**src/rtl/dma_blit.sv**
```systemverilog
// 2D copy/fill blitter for the dd8 op bus, driving the bus only while bus_grant is high.
// Optional macro DMA_BLIT_FILL_EN enables fill mode (ctrl bit2 plus the fill_value register).
module dma_blit #(
  parameter int ADDR_W = 17,
  parameter int ROW_W  = 8,
  parameter int COL_W  = ADDR_W - ROW_W,
  parameter int DATA_W = 8
) (
  input  logic              clk,
  input  logic              rst,
  input  logic [3:0]        reg_sel,
  input  logic [7:0]        reg_data,
  input  logic              reg_we,
  output logic              busy,
  output logic              done,
  input  logic              bus_grant,
  output logic [ADDR_W-1:0] op_addr,
  input  logic [DATA_W-1:0] op_data_in,
  output logic [DATA_W-1:0] op_data_out,
  output logic              op_data_oe,
  output logic              op_re,
  output logic              op_we
);
  localparam logic [1:0] S_IDLE  = 2'd0;
  localparam logic [1:0] S_READ  = 2'd1;
  localparam logic [1:0] S_WRITE = 2'd2;

  logic [1:0]        state_q, state_d;
  logic [ADDR_W-1:0] src_q, src_d, dst_q, dst_d, addr_q;
  logic [ROW_W-1:0]  roww_q, roww_d, row_cnt_q, row_cnt_d, r_off;
  logic [COL_W-1:0]  cols_q, cols_d, col_cnt_q, col_cnt_d, c_off;
  logic [DATA_W-1:0] tmp_q, tmp_d, wdata;
  logic              dir_q, dir_d, done_q, done_d;
  logic              fill, fill_start;
  logic              ctrl_wr, cfg_we, abort, last;
  logic [ADDR_W-1:0] src_addr, dst_addr;

`ifdef DMA_BLIT_FILL_EN
  logic       fill_q, fill_d;
  logic [7:0] fillv_q, fillv_d;
  assign fill       = fill_q;
  assign fill_start = reg_data[2];
  assign wdata      = fill_q ? DATA_W'(fillv_q) : tmp_q;
`else
  assign fill       = 1'b0;
  assign fill_start = 1'b0;
  assign wdata      = tmp_q;
`endif

  assign busy    = (state_q != S_IDLE);
  assign done    = done_q;
  assign ctrl_wr = reg_we && (reg_sel == 4'hA);
  assign abort   = ctrl_wr && reg_data[4] && busy;
  assign cfg_we  = reg_we && !busy;

  // dir=1 walks the block from its far corner so overlapping moves stay correct
  assign r_off = dir_q ? (roww_q - ROW_W'(1) - row_cnt_q) : row_cnt_q;
  assign c_off = dir_q ? (cols_q - COL_W'(1) - col_cnt_q) : col_cnt_q;

  // row and column fields wrap independently, no carry between them
  assign src_addr = {src_q[ADDR_W-1:ROW_W] + c_off, src_q[ROW_W-1:0] + r_off};
  assign dst_addr = {dst_q[ADDR_W-1:ROW_W] + c_off, dst_q[ROW_W-1:0] + r_off};
  assign last     = (row_cnt_q == roww_q - ROW_W'(1)) && (col_cnt_q == cols_q - COL_W'(1));

  always_comb begin
    op_re       = (state_q == S_READ) && bus_grant && !abort;
    op_we       = (state_q == S_WRITE) && bus_grant && !abort;
    op_data_oe  = op_we;
    op_data_out = op_we ? wdata : '0;
    if ((state_q == S_READ) && bus_grant)       op_addr = src_addr;
    else if ((state_q == S_WRITE) && bus_grant) op_addr = dst_addr;
    else                                        op_addr = addr_q;
  end

  always_comb begin
    state_d   = state_q;
    src_d     = src_q;
    dst_d     = dst_q;
    roww_d    = roww_q;
    cols_d    = cols_q;
    row_cnt_d = row_cnt_q;
    col_cnt_d = col_cnt_q;
    tmp_d     = tmp_q;
    dir_d     = dir_q;
    done_d    = 1'b0;
`ifdef DMA_BLIT_FILL_EN
    fill_d    = fill_q;
    fillv_d   = fillv_q;
    if (cfg_we && reg_sel == 4'hB) fillv_d = reg_data;
    if (cfg_we && ctrl_wr)         fill_d  = reg_data[2];
`endif
    // byte-lane register writes; bits beyond each field width are dropped
    for (int i = 0; i < ADDR_W; i++) begin
      if (cfg_we && reg_sel == 4'(i / 8))     src_d[i] = reg_data[i % 8];
      if (cfg_we && reg_sel == 4'(3 + i / 8)) dst_d[i] = reg_data[i % 8];
    end
    for (int i = 0; i < ROW_W; i++)
      if (cfg_we && reg_sel == 4'(6 + i / 8)) roww_d[i] = reg_data[i % 8];
    for (int i = 0; i < COL_W; i++)
      if (cfg_we && reg_sel == 4'(8 + i / 8)) cols_d[i] = reg_data[i % 8];
    if (cfg_we && ctrl_wr) dir_d = reg_data[0];

    if (abort) begin
      state_d = S_IDLE;
      done_d  = 1'b1;
    end else begin
      case (state_q)
        S_IDLE: if (ctrl_wr && reg_data[1]) begin
          if (roww_q == '0 || cols_q == '0) done_d = 1'b1;
          else begin
            row_cnt_d = '0;
            col_cnt_d = '0;
            state_d   = fill_start ? S_WRITE : S_READ;
          end
        end
        S_READ: if (bus_grant) begin
          tmp_d   = op_data_in;
          state_d = S_WRITE;
        end
        S_WRITE: if (bus_grant) begin
          if (last) begin
            state_d = S_IDLE;
            done_d  = 1'b1;
          end else begin
            state_d = fill ? S_WRITE : S_READ;
            if (row_cnt_q == roww_q - ROW_W'(1)) begin
              row_cnt_d = '0;
              col_cnt_d = col_cnt_q + COL_W'(1);
            end else begin
              row_cnt_d = row_cnt_q + ROW_W'(1);
            end
          end
        end
        default: state_d = S_IDLE;
      endcase
    end
  end

  always_ff @(posedge clk) begin
    if (rst) begin
      state_q   <= S_IDLE;
      src_q     <= '0;
      dst_q     <= '0;
      roww_q    <= '0;
      cols_q    <= '0;
      row_cnt_q <= '0;
      col_cnt_q <= '0;
      tmp_q     <= '0;
      dir_q     <= 1'b0;
      done_q    <= 1'b0;
      addr_q    <= '0;
`ifdef DMA_BLIT_FILL_EN
      fill_q    <= 1'b0;
      fillv_q   <= '0;
`endif
    end else begin
      state_q   <= state_d;
      src_q     <= src_d;
      dst_q     <= dst_d;
      roww_q    <= roww_d;
      cols_q    <= cols_d;
      row_cnt_q <= row_cnt_d;
      col_cnt_q <= col_cnt_d;
      tmp_q     <= tmp_d;
      dir_q     <= dir_d;
      done_q    <= done_d;
      addr_q    <= op_addr;
`ifdef DMA_BLIT_FILL_EN
      fill_q    <= fill_d;
      fillv_q   <= fillv_d;
`endif
    end
  end
endmodule

```
**config.mk**
```make
export PLATFORM = sky130hd
export DESIGN_NAME = dma_blit
export DESIGN_NICKNAME = d
export VERILOG_FILES = /design/src/rtl/dma_blit.sv
export SDC_FILE = /design/constraint.sdc
export NUM_CORES = 1
export LEC_CHECK = 0
export CORE_MARGIN = 1
export CORE_UTILIZATION = 59
export DETAILED_ROUTE_END_ITERATION = 10
export PLACE_DENSITY_LB_ADDON = 0.08
export SYNTH_ARGS = -nofsm -noshare
export SYNTH_HDL_FRONTEND = slang
export SYNTH_SLANG_ARGS = --single-unit
export TNS_END_PERCENT = 20
```
**constraint.sdc**
```tcl
create_clock -name clk -period 5.25 [get_ports clk]
set_input_delay 0.7875 -clock clk [delete_from_list [all_inputs] [get_ports clk]]
set_output_delay 0.7875 -clock clk [all_outputs]
set_load 0.01 [all_outputs]
```
==> out/metrics.cfg, run 1 <==
[sta]
setup_viol=0
holdWs_ns=0.4532
slew_headroom_pct=15.93
hold_violations=0
rsz0062_at_grt=true
period_share_pct=97.11
drv_slew=0
min_period_ns=5.098
worst_pin_slew_ns=1.250
max_freq_mhz=196.1
fin_skew_ns=0.01615

[global_route]
use_met2_pct=50.00
gr-total-overflow=0
antenna_found_initial=0
grt_start_max_net_pins=57
grt_pass1_wl_um=26870
track_usage_pct=30.84
top_usage_layer=met2
grt_pass1_vias=5525
use_met1_pct=39.93
met3_usage_pct=4.205

[routing]
drt_iter0_drc=303
vias_per_cell=5.803
drtAntennaViolNets=0
drc=0
firstDrtPassIters=5
routed_wl_um=16710
wl_per_cell_um=17.23
vias=5629

[placement]
hpwl_um=12350
gp_congestion=0.9187
port_buffers=53
dp.cells=952

[synthesis]
synth_area_per_cell_um2=8.112
netlist_area_um2=6360
ys_types=69
synth-main-ff-cell=dfxtp_1
yosys.area_share.simple_pct=23.59
synth_seq_cells=97
synth_fa_ha_area_share_pct=11.92
synth_edf_count=0
syn-num-nets=865
synthXorXnorAreaFrac_pct=9.463
syn_inst=784
ys_warn_count=0
synth_compound_area_share_pct=14.15
muxShareOfSynthArea_pct=5.823
synth_async_sr_flop_share_pct=0
ys_seq_area_share_pct=30.53
synth_top_family_by_area=simple AND/OR/NAND/NOR gates

[setup_path]
critical_path.endpoint=op_addr[7]
r2r_cells=18
crit_start=roww_q[0]
reg2reg_from=cols_q[1]
r2r_slack_ns=1.16
cp.arrival_ns=4.31
cp_max_fo=5
crit_path_start_kind=flop
path_class=reg2out
crit_path_end_kind=output pin
crit_required_ns=4.46
r2r_end=addr_q[16]

[finish]
diodes=0
nFillCells=867
final_common_cell=nand2_1
ff_latch_area_um2=1946
drive_gt1_share_pct=7.914
synthToLayoutAreaGrowth_pct=14.50
final_cell_mix=nand2_1 (108), nor2_1 (95), dfxtp_1 (94), a21oi_1 (56), clkdlybuf4s50_1 (49)
instances_no_fill=970
multi_input_area_um2=4247
finalNetCount=910

[die]
die-area_um2=11200
io_pins=54
floorplan.initialDensity_pct=61.33
die_width_um=105.8
placeableCoreArea_um2=10370
die_y_um=105.8
core.rowCount=37

[clocking]
cts_tree=done
clockBufferDepth=2
cts_root_buf=clkbuf_8
clkTransAtPathRegs_ns=0.09
insertion_delay_ns=0.38
clkSinkCount=97
numCtsBuffers=9
cts_hold_buf=0
ctsHtreeMaxLevel=3

[min_path]
hold_path.class=reg2reg
worstHoldStart=tmp_q[2]

[pwr]
ir_worst_vdd_uv=134.0
p_leak_nw=2.895
fin_total_pwr_mw=1.367
power.density_nw_per_um2=187.7

[job]
drv_cap=0

[outcome]
status=completed

where the power goes:
part | internal [mW] | switching [mW]
clock | 0.200 | 0.279
combinational | 0.0589 | 0.0837
sequential | 0.740 | 0.00501
metrics by stage:
step	instance area, um2	setup slack, ns	utilization (%)	TNS, ns
floorplan	6360	0.6884	-	0
global placement	6964	0.07512	67.16	0
detailed placement	6964	-0.09424	67.16	-0.09424
CTS	7216	0.03353	69.58	0
global route	7282	-0.03183	70.22	-0.05559
finish	7282	0.1516	70.22	0
synthesized netlist by cell type, types with 6 or more instances:
cell        n  share of area, %
nand4_1     8              0.79
mux2i_1    37               5.8
fa_1        6               1.9
o21ai_0    30               2.4
nand2_1   108               6.4
nand3_1    14               1.1
xnor2_1    47               6.5
a21oi_1    62               4.9
nor2_1     96               5.7
clkbuf_1   20               1.2
a31oi_1     9              0.89
ha_1       51                10
nor3_1     21               1.7
nor2b_1    20               2.0
inv_1      35               2.1
dfxtp_1    97                31
and2_1     11               1.1
xor2_1     14               1.9
a21o_1     10               1.2
cell type report:
cell class / count / area share (%)
clock buffers: 11 / 2.079
clock inverters: 5 / 0.5498
inverters: 37 / 1.907
multi-input cells: 622 / 58.32
flip-flops and latches: 97 / 26.72
well taps: 136 / 2.337
repair buffers: 62 / 8.093
how the worst min path moves through the flow:
stage                          end  slack (ns)  cells past startpoint
after floorplan           tmp_q[0]        0.43                      2
after global placement    tmp_q[7]        0.44                      2
after detailed placement  tmp_q[2]        0.44                      2
after CTS                 tmp_q[2]        0.45                      2
after global routing      tmp_q[2]        0.47                      2
final                     tmp_q[2]        0.45                      2
flip-flops by register name, summed over array words and instances (netlist names), 8 cells and up:
signal     count
dst_q         17
row_cnt_q      8
tmp_q          8
roww_q         8
cols_q         9
col_cnt_q      9
src_q         17
addr_q        17
timing repair:
item	4_1_cts	5_1_grt
setup buffers	2	0
endpoints found under the hold margin	0	0
pin swaps	4	9
setup endpoints to repair	3	6
gates resized for setup	17	25
critical path, stage by stage, from the launching register on:
cell	delay, ns
dfxtp_2	0.38
inv_1	0.06
ha_1	0.25
xor2_1	0.16
ha_1	0.37
nor2b_1	0.16
o21ai_1	0.14
nand2b_1	0.11
xor2_1	0.15
nand2_1	0.06
o21ai_0	0.13
ha_1	0.36
nand3_1	0.13
o2111ai_2	0.16
a21o_1	0.24
a21oi_2	0.15
xnor2_1	0.15
xnor3_1	0.25
nand2_1	0.10
nand3_1	0.12
dlygate4sd2_1	0.30
routing by layer:
layer | vias to the layer above | wire [um]
met2 | 211 | 7588
li1 | 2771 | -
met4 | 0 | 629
met3 | 51 | 915
met1 | 2596 | 7581
met5 | - | 0
cells by family (layout without fill, tap and decap cells):
logic type / count (synthesis) / after routing
multiplexers: 37 / 37
AND/OR/NAND/NOR: 316 / 316
flip-flops: 97 / 97
buffers and inverters: 65 / 115
XOR/XNOR: 64 / 64
AO/OA/AOI/OAI: 148 / 148
adder cells (fa/ha/maj): 57 / 57
(Power assumes the default switching activity.)
==> inputs of run 2 (changes only) <==
--- a/config.mk
+++ b/config.mk
@@ -9,6 +9,7 @@
 export CORE_UTILIZATION = 59
 export DETAILED_ROUTE_END_ITERATION = 10
 export PLACE_DENSITY_LB_ADDON = 0.08
+export RECOVER_POWER = 50
 export SYNTH_ARGS = -nofsm -noshare
 export SYNTH_HDL_FRONTEND = slang
 export SYNTH_SLANG_ARGS = --single-unit
==> constraint.sdc (replaced) <==
create_clock -name clk -period 5.7 [get_ports clk]
set_input_delay 0.855 -clock clk [delete_from_list [all_inputs] [get_ports clk]]
set_output_delay 0.855 -clock clk [all_outputs]
set_load 0.01 [all_outputs]
==> run 2 against run 1 <==
The run now ends with capacitance limit, slew limit left; final cell count shrank 0.31%; clock power shrank 0.8%; combinational power shrank 12%; via count shrank 0.75%; final area shrank 1.5%; first-iteration DRC count grew 9.6%; clock skew shrank 0.0036 ns; register-to-register slack gained 0.37 ns; largest cell class unchanged; largest power group unchanged.
==> out/metrics.cfg, run 2 (same netlist as run 1, synthesis figures left out) <==
[setup_path]
crit_start=cols_q[0]  ; was roww_q[0]
crit_required_ns=4.85  ; was 4.46 ns
slowest_delay_ns=0.39  ; was 0.38 ns
crit_top_cell=ha_1  ; unchanged
path_class=reg2out  ; unchanged
crit_path_start_kind=flop  ; unchanged
cp.arrival_ns=4.56  ; was 4.31 ns
cp_max_fo=4  ; was 5
crit_chain=inv_1 > ha_1 > inv_1 > ha_1 > nor2b_1 > o21ai_1 > a21boi_0 > o21ai_1 > a21boi_0 > or3_1 > o21ai_0 > ha_1 > nand2_1 > o21ai_0 > o41ai_2 > xnor3_1 > and2_1 > a211oi_1 > dlygate4sd2_1  ; was inv_1 > ha_1 > xor2_1 > ha_1 > nor2b_1 > o21ai_1 > nand2b_1 > xor2_1 > nand2_1 > o21ai_0 > ha_1 > nand3_1 > o2111ai_2 > a21o_1 > a21oi_2 > xnor2_1 > xnor3_1 > nand2_1 > nand3_1 > dlygate4sd2_1
crit_path_end_kind=output pin  ; unchanged
reg2reg_from=cols_q[0]  ; was cols_q[1]
cpMaxStageDelayCell=dfxtp_1  ; was dfxtp_2
critical_path.top_delay_family=compound AO/OA/AOI/OAI gates  ; was adder cells
path_buf_inv=3  ; was 2

[pwr]
ir_worst_vdd_uv=168.2  ; was 134.0 uV
power.switching_mw=0.3265  ; was 0.3673 mW
p_int_mw=0.9601  ; was 0.9992 mW
combPwrFrac_pct=9.8  ; was 10.4%
p_seq_share_pct=53.4  ; was 54.5%
p_clk_share_pct=36.9  ; was 35.0%
fin_total_pwr_mw=1.287  ; was 1.367 mW
p_sw_share_pct=25.38  ; was 26.88%
p_leak_nw=2.866  ; was 2.895 nW
power.density_nw_per_um2=179.3  ; was 187.7 nW/um2

[outcome]
status=finished with violations  ; was completed
violations=capacitance limit, slew limit

[routing]
vias_per_cell=5.778  ; was 5.803
wl_per_cell_um=16.28  ; was 17.23 um
firstDrtPassIters=4  ; was 5
drc=0  ; unchanged
routed_wl_um=15740  ; was 16710 um
drt_iter0_drc=332  ; was 303
drtAntennaViolNets=0  ; unchanged
vias=5587  ; was 5629

[sta]
layout_setup_ws_ns=0.2802  ; was 0.1516 ns
hold_violations=0  ; unchanged
drv_slew=9  ; was 0
setup_viol=0  ; unchanged
max_freq_mhz=184.5
worst_pin_slew_ns=1.619  ; was 1.250 ns
fin_skew_ns=0.01260  ; was 0.01615 ns
min_period_ns=5.420
period_share_pct=95.08
slew_headroom_pct=-8.754  ; was 15.93%

[die]
die_width_um=105.8  ; unchanged
die_y_um=105.8  ; unchanged
floorplan.initialDensity_pct=61.33  ; unchanged
io_pins=54  ; unchanged
placeableCoreArea_um2=10370  ; unchanged
die-area_um2=11200  ; unchanged
core.rowCount=37  ; unchanged

[global_route]
gr-total-overflow=0  ; unchanged
track_usage_pct=29.49  ; was 30.84%
grt_pass1_vias=5355  ; was 5525
antenna_found_initial=0  ; unchanged
grt_start_max_net_pins=50  ; was 57
grt_pass1_wl_um=25950  ; was 26870 um

[clocking]
cts_root_buf=clkbuf_8  ; unchanged
cts_tree=done  ; unchanged
clkTransAtPathRegs_ns=0.08  ; was 0.09 ns
insertion_delay_ns=0.38  ; about the same
clkSinkCount=97  ; unchanged
clockBufferDepth=2  ; unchanged
cts_hold_buf=0  ; unchanged
ctsHtreeMaxLevel=3  ; unchanged
numCtsBuffers=9  ; unchanged

[finish]
nFillCells=883  ; was 867
multi_input_area_um2=4148  ; was 4247 um2
final_common_cell=nand2_1  ; unchanged
reg_top3=addr_q x17, dst_q x17, src_q x17  ; unchanged
fin_util_pct=69.20  ; was 70.22%
finalNetCount=908  ; was 910
drive_gt1_share_pct=4.934  ; was 7.914%
ff_latch_area_um2=1943  ; was 1946 um2
diodes=0  ; unchanged
synthToLayoutAreaGrowth_pct=12.83  ; was 14.50%
final_cell_mix=nand2_1 (108), nor2_1 (98), dfxtp_1 (96), a21oi_1 (61), ha_1 (51)  ; was nand2_1 (108), nor2_1 (95), dfxtp_1 (94), a21oi_1 (56), clkdlybuf4s50_1 (49)
finalInstanceArea_um2=7176  ; was 7282 um2
instances_no_fill=967  ; was 970

[placement]
dp.cells=949  ; was 952
pre_cts_ws_ns=0.1948  ; was -0.09424 ns
port_buffers=53  ; unchanged
gp_congestion=0.9220  ; was 0.9187
place_area_um2=6942  ; was 6964 um2
hpwl_um=11820  ; was 12350 um

[min_path]
worstHoldStart=tmp_q[6]  ; was tmp_q[2]
hold_path.class=reg2reg  ; unchanged

[job]
drv_cap=2  ; was 0

==> run 2: cell types whose count changed in the layout (fill, tap and decap cells not counted), sizes merged, moves of 2 or more <==
cell,change
buf,-4
clkinvlp,-2
dlygate4sd3,+5
clkdlybuf4s50,-3
==> run 2: worst register-to-register path: stages (launching register included) <==
cell and delay [ns]:
dfxtp_1 0.39, inv_1 0.08, ha_1 0.32, inv_1 0.05, ha_1 0.28, nor2b_1 0.13, o21ai_1 0.14, a21boi_0 0.12
o21ai_1 0.20, a21boi_0 0.14, or3_1 0.31, o21ai_0 0.15, ha_1 0.33, nand2_1 0.07, o21ai_0 0.14, o41ai_2 0.29
xnor3_1 0.35, and2_1 0.18, a2111oi_0 0.35
==> run 2: worst paths after layout <==
path / end / slack, ns / cells after the start
hold reg to reg: tmp_q[6] / 0.46 / 2
setup reg to reg: addr_q[16] / 1.53 / 18
setup / recovery: op_addr[16] / 0.28 / 19
hold / removal: tmp_q[6] / 0.46 / 2
==> run 2: per-layer routing <==
metal / track usage (%) / up-vias / routed length (um)
met3: 5.009 / 25 / 798
li1: - / 2773 / -
met5: 0 / - / 0
met4: 8.631 / 0 / 271
met2: 48.09 / 160 / 7305
met1: 39.96 / 2629 / 7363
==> run 2: cell type report <==
class,instances,share of cell area [%]
Multi-Input combinational cell,622,57.80
Inverter,37,1.935
Clock inverter,4,0.7149
Timing Repair Buffer,60,7.986
Sequential cell,97,27.08
Tap cell,136,2.371
Clock buffer,11,2.110
==> run 2: repair_timing <==
action                                  in CTS  in global routing
pin swaps                                    3                  2
buffers inserted                             3                  0
endpoints found under the setup margin       1                  4
resized for setup                            5                  8
==> run 2: stage by stage <==
stage                     setup TNS, ns  hold slack (ns)
after floorplan                       0           0.4317
after global placement                0           0.4386
after detailed placement              0           0.4465
after CTS                             0           0.4586
after global routing           -0.01616           0.4915
final                                 0           0.4574
==> run 2: power by group through the flow <==
stage / combinational [mW] / sequential [mW] / clock, mW
after floorplan: 0.0818 / 0.701 / 0
after global placement: 0.121 / 0.702 / 0
after CTS: 0.126 / 0.686 / 0.481
after detailed placement: 0.124 / 0.702 / 0
after global routing: 0.138 / 0.687 / 0.506
final: 0.126 / 0.687 / 0.474
